[config.mk]
export PLATFORM = sky130hd
export DESIGN_NAME = apb_regbank
export DESIGN_NICKNAME = d
export VERILOG_FILES = /design/src/rtl/apb_regbank.sv
export SDC_FILE = /design/constraint.sdc
export NUM_CORES = 1
export LEC_CHECK = 0
export CAP_MARGIN = 40
export CORE_ASPECT_RATIO = 1.2
export CORE_MARGIN = 2
export CORE_UTILIZATION = 54
export CTS_CLUSTER_SIZE = 40
export DETAILED_ROUTE_END_ITERATION = 10
export MAX_ROUTING_LAYER = met4
export PLACE_DENSITY = 0.83
export SKIP_LAST_GASP = 1
export SYNTH_ARGS = -nofsm -noshare
export SYNTH_HDL_FRONTEND = slang
export SYNTH_SLANG_ARGS = --single-unit
[constraint.sdc]
create_clock -name aclk -period 6.4 [get_ports aclk]
set_input_delay 1.28 -clock aclk [delete_from_list [all_inputs] [get_ports aclk]]
set_output_delay 1.28 -clock aclk [all_outputs]
set_load 0.005 [all_outputs]
[src/rtl/apb_regbank.sv]
// apb_regbank: APB slave register bank.
//   Map (byte offsets): 0x00 ID (RO), 0x04 CTRL (RW), 0x08 STATUS (W1C, set
//   by evt_i), 0x0C COUNT (RO free-running cycle counter), 0x10+4k GPk (RW).
// Ports:
//   aclk, aresetn               clock, asynchronous active-low reset
//   psel, penable, pwrite       APB control
//   paddr, pwdata, pstrb, pprot APB address / write data / byte strobes / protection
//   prdata, pready, pslverr     APB response (all combinational in the ready cycle)
//   evt_i                       per-bit STATUS set pulses
//   ctrl_o                      CTRL register contents
//   gp_o                        GP registers flattened, GP0 in the LSBs
module apb_regbank #(
    parameter int              ADDR_W      = 12,
    parameter int              DW          = 32,
    parameter int              NGP         = 4,
    parameter int              WAIT_STATES = 1,
    parameter logic [DW-1:0]   ID_VALUE    = DW'(32'hA9B0_0001),
    parameter int              PRIV_ONLY   = 0
) (
    input  logic                aclk,
    input  logic                aresetn,
    input  logic                psel,
    input  logic                penable,
    input  logic                pwrite,
    input  logic [ADDR_W-1:0]   paddr,
    input  logic [DW-1:0]       pwdata,
    input  logic [DW/8-1:0]     pstrb,
    input  logic [2:0]          pprot,
    output logic [DW-1:0]       prdata,
    output logic                pready,
    output logic                pslverr,
    input  logic [DW-1:0]       evt_i,
    output logic [DW-1:0]       ctrl_o,
    output logic [NGP*DW-1:0]   gp_o
);
    localparam int NB     = DW / 8;
    localparam int NWORDS = 4 + NGP;

    typedef enum logic {IDLE, ACCESS} state_t;

    state_t              state_q, state_d;
    logic [3:0]          wcnt_q, wcnt_d;
    logic [ADDR_W-1:0]   addr_q, addr_d;
    logic                write_q, write_d;

    logic [DW-1:0]       ctrl_q, status_q, status_d, count_q;
    logic [DW-1:0]       gp_q [NGP];

    logic [31:0]         word;
    logic                aligned, in_map, ro_hit, priv_fail, err, commit;
    logic [DW-1:0]       wmask, rd_val, clr_mask;
    logic                unused_ok;

    // Expand byte strobes into a bit mask.
    function automatic logic [DW-1:0] lane_mask(input logic [NB-1:0] strb);
        logic [DW-1:0] m;
        m = '0;
        for (int b = 0; b < NB; b++) begin
            m[b*8 +: 8] = {8{strb[b]}};
        end
        return m;
    endfunction

    function automatic logic [DW-1:0] merge(input logic [DW-1:0] old,
                                            input logic [DW-1:0] wdata,
                                            input logic [DW-1:0] m);
        return (old & ~m) | (wdata & m);
    endfunction

    assign pready = (state_q == ACCESS) && psel && penable &&
                    (wcnt_q == 4'(WAIT_STATES));

    // Decode always works from the address/direction captured at setup.
    always_comb begin
        word      = 32'(addr_q[ADDR_W-1:2]);
        aligned   = (addr_q[1:0] == 2'b00);
        in_map    = (word < 32'(NWORDS));
        ro_hit    = write_q && ((word == 32'd0) || (word == 32'd3));
        priv_fail = (PRIV_ONLY != 0) && !pprot[0];
        err       = !aligned || !in_map || ro_hit || priv_fail;
        commit    = pready && write_q && !err;
        wmask     = lane_mask(pstrb);
        rd_val    = '0;
        case (word)
            32'd0:   rd_val = ID_VALUE;
            32'd1:   rd_val = ctrl_q;
            32'd2:   rd_val = status_q;
            32'd3:   rd_val = count_q;
            default: begin
                for (int k = 0; k < NGP; k++) begin
                    if (word == 32'(4 + k)) rd_val = gp_q[k];
                end
            end
        endcase
    end

    assign prdata  = (pready && !write_q && !err) ? rd_val : '0;
    assign pslverr = pready && err;

    // Event set takes priority over a same-cycle W1C clear.
    always_comb begin
        clr_mask = (commit && (word == 32'd2)) ? (pwdata & wmask) : '0;
        status_d = (status_q & ~clr_mask) | evt_i;
    end

    always_comb begin
        state_d = state_q;
        wcnt_d  = wcnt_q;
        addr_d  = addr_q;
        write_d = write_q;
        case (state_q)
            IDLE: begin
                if (psel && !penable) begin
                    state_d = ACCESS;
                    wcnt_d  = '0;
                    addr_d  = paddr;
                    write_d = pwrite;
                end
            end
            ACCESS: begin
                // Dropping psel aborts the transfer without commit.
                if (!psel || pready) begin
                    state_d = IDLE;
                end else if (penable) begin
                    wcnt_d = wcnt_q + 4'd1;
                end
            end
            default: state_d = IDLE;
        endcase
    end

    always_ff @(posedge aclk or negedge aresetn) begin
        if (!aresetn) begin
            state_q <= IDLE;
            wcnt_q  <= '0;
            addr_q  <= '0;
            write_q <= 1'b0;
        end else begin
            state_q <= state_d;
            wcnt_q  <= wcnt_d;
            addr_q  <= addr_d;
            write_q <= write_d;
        end
    end

    always_ff @(posedge aclk or negedge aresetn) begin
        if (!aresetn) begin
            ctrl_q   <= '0;
            status_q <= '0;
            count_q  <= '0;
            for (int k = 0; k < NGP; k++) gp_q[k] <= '0;
        end else begin
            count_q  <= count_q + DW'(1);
            status_q <= status_d;
            if (commit && (word == 32'd1)) ctrl_q <= merge(ctrl_q, pwdata, wmask);
            for (int k = 0; k < NGP; k++) begin
                if (commit && (word == 32'(4 + k))) gp_q[k] <= merge(gp_q[k], pwdata, wmask);
            end
        end
    end

    assign ctrl_o = ctrl_q;

    for (genvar g = 0; g < NGP; g++) begin : g_flat
        assign gp_o[g*DW +: DW] = gp_q[g];
    end

    assign unused_ok = ^pprot[2:1];

endmodule

# --- After elaboration in Yosys (flattened, before gate mapping) ---
# Index checks and enable logic that the tools add are counted.
totals:
  mem_bits_ro: 0
  inputBits: 88
  latch_bits: 0
  ram_bits: 0
  word_cells: 85
  ff_bits: 242
  memories: 0
  output_inout_bits: 194
classes:
  order_cmp: 1
  reduce_logical: 30
  add_sub_neg: 2
  eq_ne: 11
  n_shift: 0
  n_div: 0
  mul: 0
  mux: 14
  bitwise: 16
op_table:
  columns: ["op", "n"]
  rows:
  - ["32-bit AND", 7]
  - ["32-bit two-way mux", 6]
  - ["32-bit OR", 6]
  - ["32-bit case mux with 4 select lines", 1]
  - ["32-bit NOT", 2]
  - ["10-bit by 3-bit equality test with 1-bit output, second input constant", 4]
  - ["32-bit by 1-bit adder with 32-bit output, second input constant", 1]
  - ["10-bit by 2-bit equality test with 1-bit output, second input constant", 2]
  - ["1-bit logical AND", 16]
  - ["4-bit two-way mux", 3]
  - ["10-bit by 1-bit equality test with 1-bit output, second input constant", 1]
  - ["10-bit logical NOT", 1]
  - ["10-bit by 4-bit less-than comparator with 1-bit output, second input constant", 1]
  - ["4-bit case mux with 2 select lines", 1]
  - ["1-bit logical NOT", 6]
  - ["2-bit != test, second input constant", 3]
  - ["4-bit by 1-bit adder with 4-bit output, second input constant", 1]
  - ["4-bit by 1-bit equality test with 1-bit output, second input constant", 1]
  - ["1-bit logical OR", 4]
  - ["3-bit AND reduction", 1]
  - ["2-bit logical NOT", 1]
  - ["1-bit two-way mux", 2]
  - ["1-bit case mux with 2 select lines", 1]
  - ["2-bit AND reduction", 1]
  - ["1-bit NOT", 1]

# --- Depth between registers and ports, before layout ---
logic_depth:
  depth_word: 11
  depth_mapped: 8
  mapped_depth_nobuf: 8

# --- Worst setup path after synthesis ---
# No wires, ideal clock.
synth_timing:
  path_kind: "in2out"
  start: "in penable"
  end: "out prdata[20]"
  t_required_ns: 5.120
  t_arrival_ns: 2.499
  slack_ns: 2.621
  n_path_buf: 2
  stages: 7
  path_cell_list: "buf_2 -> and3b_1 -> nand2_2 -> inv_1 -> nand4_1 -> clkbuf_1 -> nor3_1"
synth_between:
  elab_chain_cells: 5
synth_rtl:
  columns: ["element", "line_no", "text"]
  rows:
  - ["from (decl)", "23", "input logic penable,"]
  - ["1-bit logical AND (2 in series)", "70", "assign pready = (state_q == ACCESS) && psel && penable &&"]
  - ["via pready", "30", "output logic pready,"]
  - ["1-bit logical AND (2 in series)", "97", "assign prdata = (pready && !write_q && !err) ? rd_val : '0;"]
  - ["32-bit two-way mux", "97", null]
  - ["to (decl)", "29", "output logic [DW-1:0] prdata,"]
# The timed path passes the listed nets, and every way through them passes these cells.

# --- Final worst setup path ---
layout_timing:
  start: "in penable"
  end: "out prdata[30]"
layout_between:
  elab_chain_cells: 5
layout_rtl:
  columns: ["element", "line_no"]
  rows:
  - ["1-bit logical AND (2 in series)", "70"]
  - ["1-bit logical AND (2 in series)", "97"]
  - ["32-bit two-way mux", "97"]
# No other way between the ends.

==> summary.md <==
| Metric | Value |
|---|---|
| Largest family of logic cells by synthesized area | multiplexers |
| Post-CTS Repair Setup Buffers | 0 |
| Top Family by Delay on Critical Path | buffers and inverters |
| Slew @ Worst Pin | 0.946 ns |
| Syn Area/Cell | 11.9 sq um |
| # DRC | 0 |
| Largest net degree at the start of global routing | 135 |
| Clock skew | 0.00859 ns |
| Leakage | 6.70 nW |
| Largest area contributor in the netlist | dfrtp_1 |
| Mapped Cells | 981 |
| Total grt overflow | 0 |
| Max_slew headroom | 0.364 |
| Post-CTS Hold Fix Bufs | 0 |
| Iteration-0 DRC Markers | 651 |
| Register area share after synthesis | 0.518 |
| Flop pwr share | 0.464 |
| Final Cycle Share | 0.786 |
| Main area contributors after synthesis | dfrtp_1 (52%), mux2_2 (18%), a21oi_1 (2.4%) |
| Setup TNS | 0 ns |
| Syn Nets | 1072 |
| Final nets | 1339 |
| Final setup vio count | 0 |
| Power share of the clock group | 0.399 |
| Internal Power | 2.59 mW |
| Initial Util | 0.553 |
| Vias per Instance | 5.93 |
| Layout cells sized above 1 | 0.221 |
| Clk slew on worst S/H paths | 0.06 ns |
| Num ports | 282 |
| Vias in the first global route | 9472 |
| Post-CTS sizing | 0 |
| Peak VDD IR | 217 uV |
| DP HPWL | 22.5 mm |
| Asr flop ratio synth | 1.00 |
| Fin Hold WS | 0.471 ns |
| Syn-to-layout area delta | 32.7% |
| First-pass GRT wire length | 51.6 mm |
| CTS buffer count | 24 |
| Met2 Wirelength | 16.9 mm |
| Skew-Pair Late Insertion Delay | 0.52 ns |
| Fin. max-slew vios | 0 |
| Synth top area share | 0.518 |
| Area share of fa/ha/maj cells after synthesis | 0.00321 |
| RePlAce Congestion | 0.846 |
| Max Cap Violations | 0 |
| CTS tree | built |
| Crit end category | output pin |
| Complex-gate fraction of the synthesized area | 0.0913 |
| Worst setup margin | 1.37 ns |
| Switching power | 952 uW |
| Status | complete, no violations |
| Top FF cell, synth | dfrtp_1 |
| Post-synth EDFFs | 0 |
| Input/output buffers | 278 |
| Hold Crit Class | reg2reg |
| Crit path kind | in2out |
| Post-layout min period | 5.03 ns |
| Mux share of post-synthesis cell area | 0.227 |
| CTS root buffer | clkbuf_16 |
| Post-synth top cells | dfrtp_1 (242), mux2_2 (191), nand2_1 (70), a21oi_1 (56), nor2_1 (49) |
| Required time worst endpoint | 5.12 ns |
| RSZ-0062 raised after global routing | no |
| H-Tree Depth | 1 |
| Initial antenna violation count | 1 |
| Most frequent cell after synthesis | dfrtp_1 |
| Met3 routed WL | 1.97 mm |
| #FFs+latches synth | 242 |
| Top cell by count, worst path | clkdlybuf4s50_1 |
| Worst-path maximum fanout | 17 |
| Final hold violations | 0 |
| Post-Synth Simple-Gate Area | 0.106 |
| Core Footprint | 0.0211 sq mm |
| Synth Area in XOR/XNOR | 0.0232 |
| Die Wd | 138 um |
| DRT Wirelength | 33.2 mm |
| Total number of vias | 9119 |
| Die Area | 0.0228 sq mm |
| Wire length on met1 | 13.5 mm |
| Sw frac | 0.269 |
| CP max-delay cell | clkdlybuf4s50_1 |
| CTS sink count | 242 |
| Power per Cell Area | 228 mW/mm^2 |
| Critical path cell sequence | clkdlybuf4s50_1 > and3b_1 > nand2_2 > inv_1 > nand4_1 > buf_4 > nor3_1 > clkdlybuf4s50_1 |
| Yosys warns | 0 |
| DR pass1 iterations | 7 |
| Yosys cell types | 46 |
| Top layer in use | met4 |
| FP Rows | 58 |
| Chip Height | 165 um |
| Post-Place Setup Slack | 1.43 ns |
| Post-route ant nets | 0 |
| Worst path bufs/invs | 4 |
| Drt wl/cell | 21.6 um |
| Gr usage total | 0.294 |
| CP peak stage delay | 0.64 ns |
| Crit path DAT | 3.75 ns |
| Max Root-Sink Buffers | 3 |
| Mapped Area | 0.0117 sq mm |
| Worst Setup Start Kind | primary input |
| Max Freq | 199 MHz |
| Combinational Power Share | 0.138 |
## final timing paths
kind | startpoint | to | slack (ns) | depth (start not counted)
worst max-delay path | penable | prdata[30] | 1.37 | 8
worst min-delay path | status_q[23] | status_q[23] | 0.47 | 1
worst max register to register | addr_q[2] | register | 2.77 | 5
worst min register to register | status_q[23] | status_q[23] | 0.47 | 1
max in group asynchronous | aresetn | asynchronous set/reset pin | 4.43 | 2
min in group asynchronous | aresetn | asynchronous set/reset pin | 0.79 | 1
## power by group through the flow
stage / Clock (mW) / Combinational, mW / Sequential (mW)
6_report: 1.41 / 0.488 / 1.64
5_1_grt: 1.49 / 0.528 / 1.65
4_1_cts: 1.42 / 0.485 / 1.64
3_5_place_dp: 0 / 0.480 / 1.67
3_3_place_gp: 0 / 0.468 / 1.67
2_1_floorplan: 0 / 0.342 / 1.61
## worst reg2reg max path, stage by stage, from the launching register on
cell and delay (ns):
dfrtp_4 0.91, nor2b_2 0.68, inv_1 0.16, nor4_1 0.57, nor2b_1 0.78, mux2_2 0.42
## placed cells by master, fill, tap and decap left out, types with 11 or more instances in the layout
master,count
clkdlybuf4s50_1,277
dfrtp_1,240
mux2_2,191
nand2_1,70
a21oi_1,56
nor2_1,49
nor3_1,36
inv_1,33
a21o_1,32
clkbuf_16,25
a221oi_1,24
mux2i_1,24
a211oi_1,23
xnor2_1,19
nor2b_1,15
buf_4,14
nand3_1,13
xor2_1,12
nand4_1,11
## per-stage QoR
step	util	cells	area, sq um	power, mW
floorplan	-	981	11700	1.95
global placement	0.695	1485	14700	2.13
detailed placement	0.697	1491	14700	2.15
CTS	0.734	1534	15500	3.55
global route	0.734	1536	15500	3.67
finish	0.734	1538	15500	3.54
## cell families (layout without fill, tap and decap cells)
family	Yosys count	in the layout
flops	242	242
other cells	0	3
buf+inv	86	370
compound gates	156	156
mux	229	229
simple gates	234	234
fa+ha+maj	3	3
xor+xnor	31	31
## per-layer routing
metal  vias up  track usage
met5         -            -
met4         0       0.0942
met3        60       0.0447
met2       333        0.506
met1      4623        0.363
li1       4103            -
## cell type report
class                   instances  area [sq um]
clock buffers                  40           742
diodes                          3          7.51
multi-input cells             653          5280
repair buffers                294          2920
inverters                      33           124
well taps                     270           338
fillers                      1489          5610
clock inverters                 3          40.0
flip-flops and latches        242          6060
No activity file was read; power rests on OpenSTA's default activity.
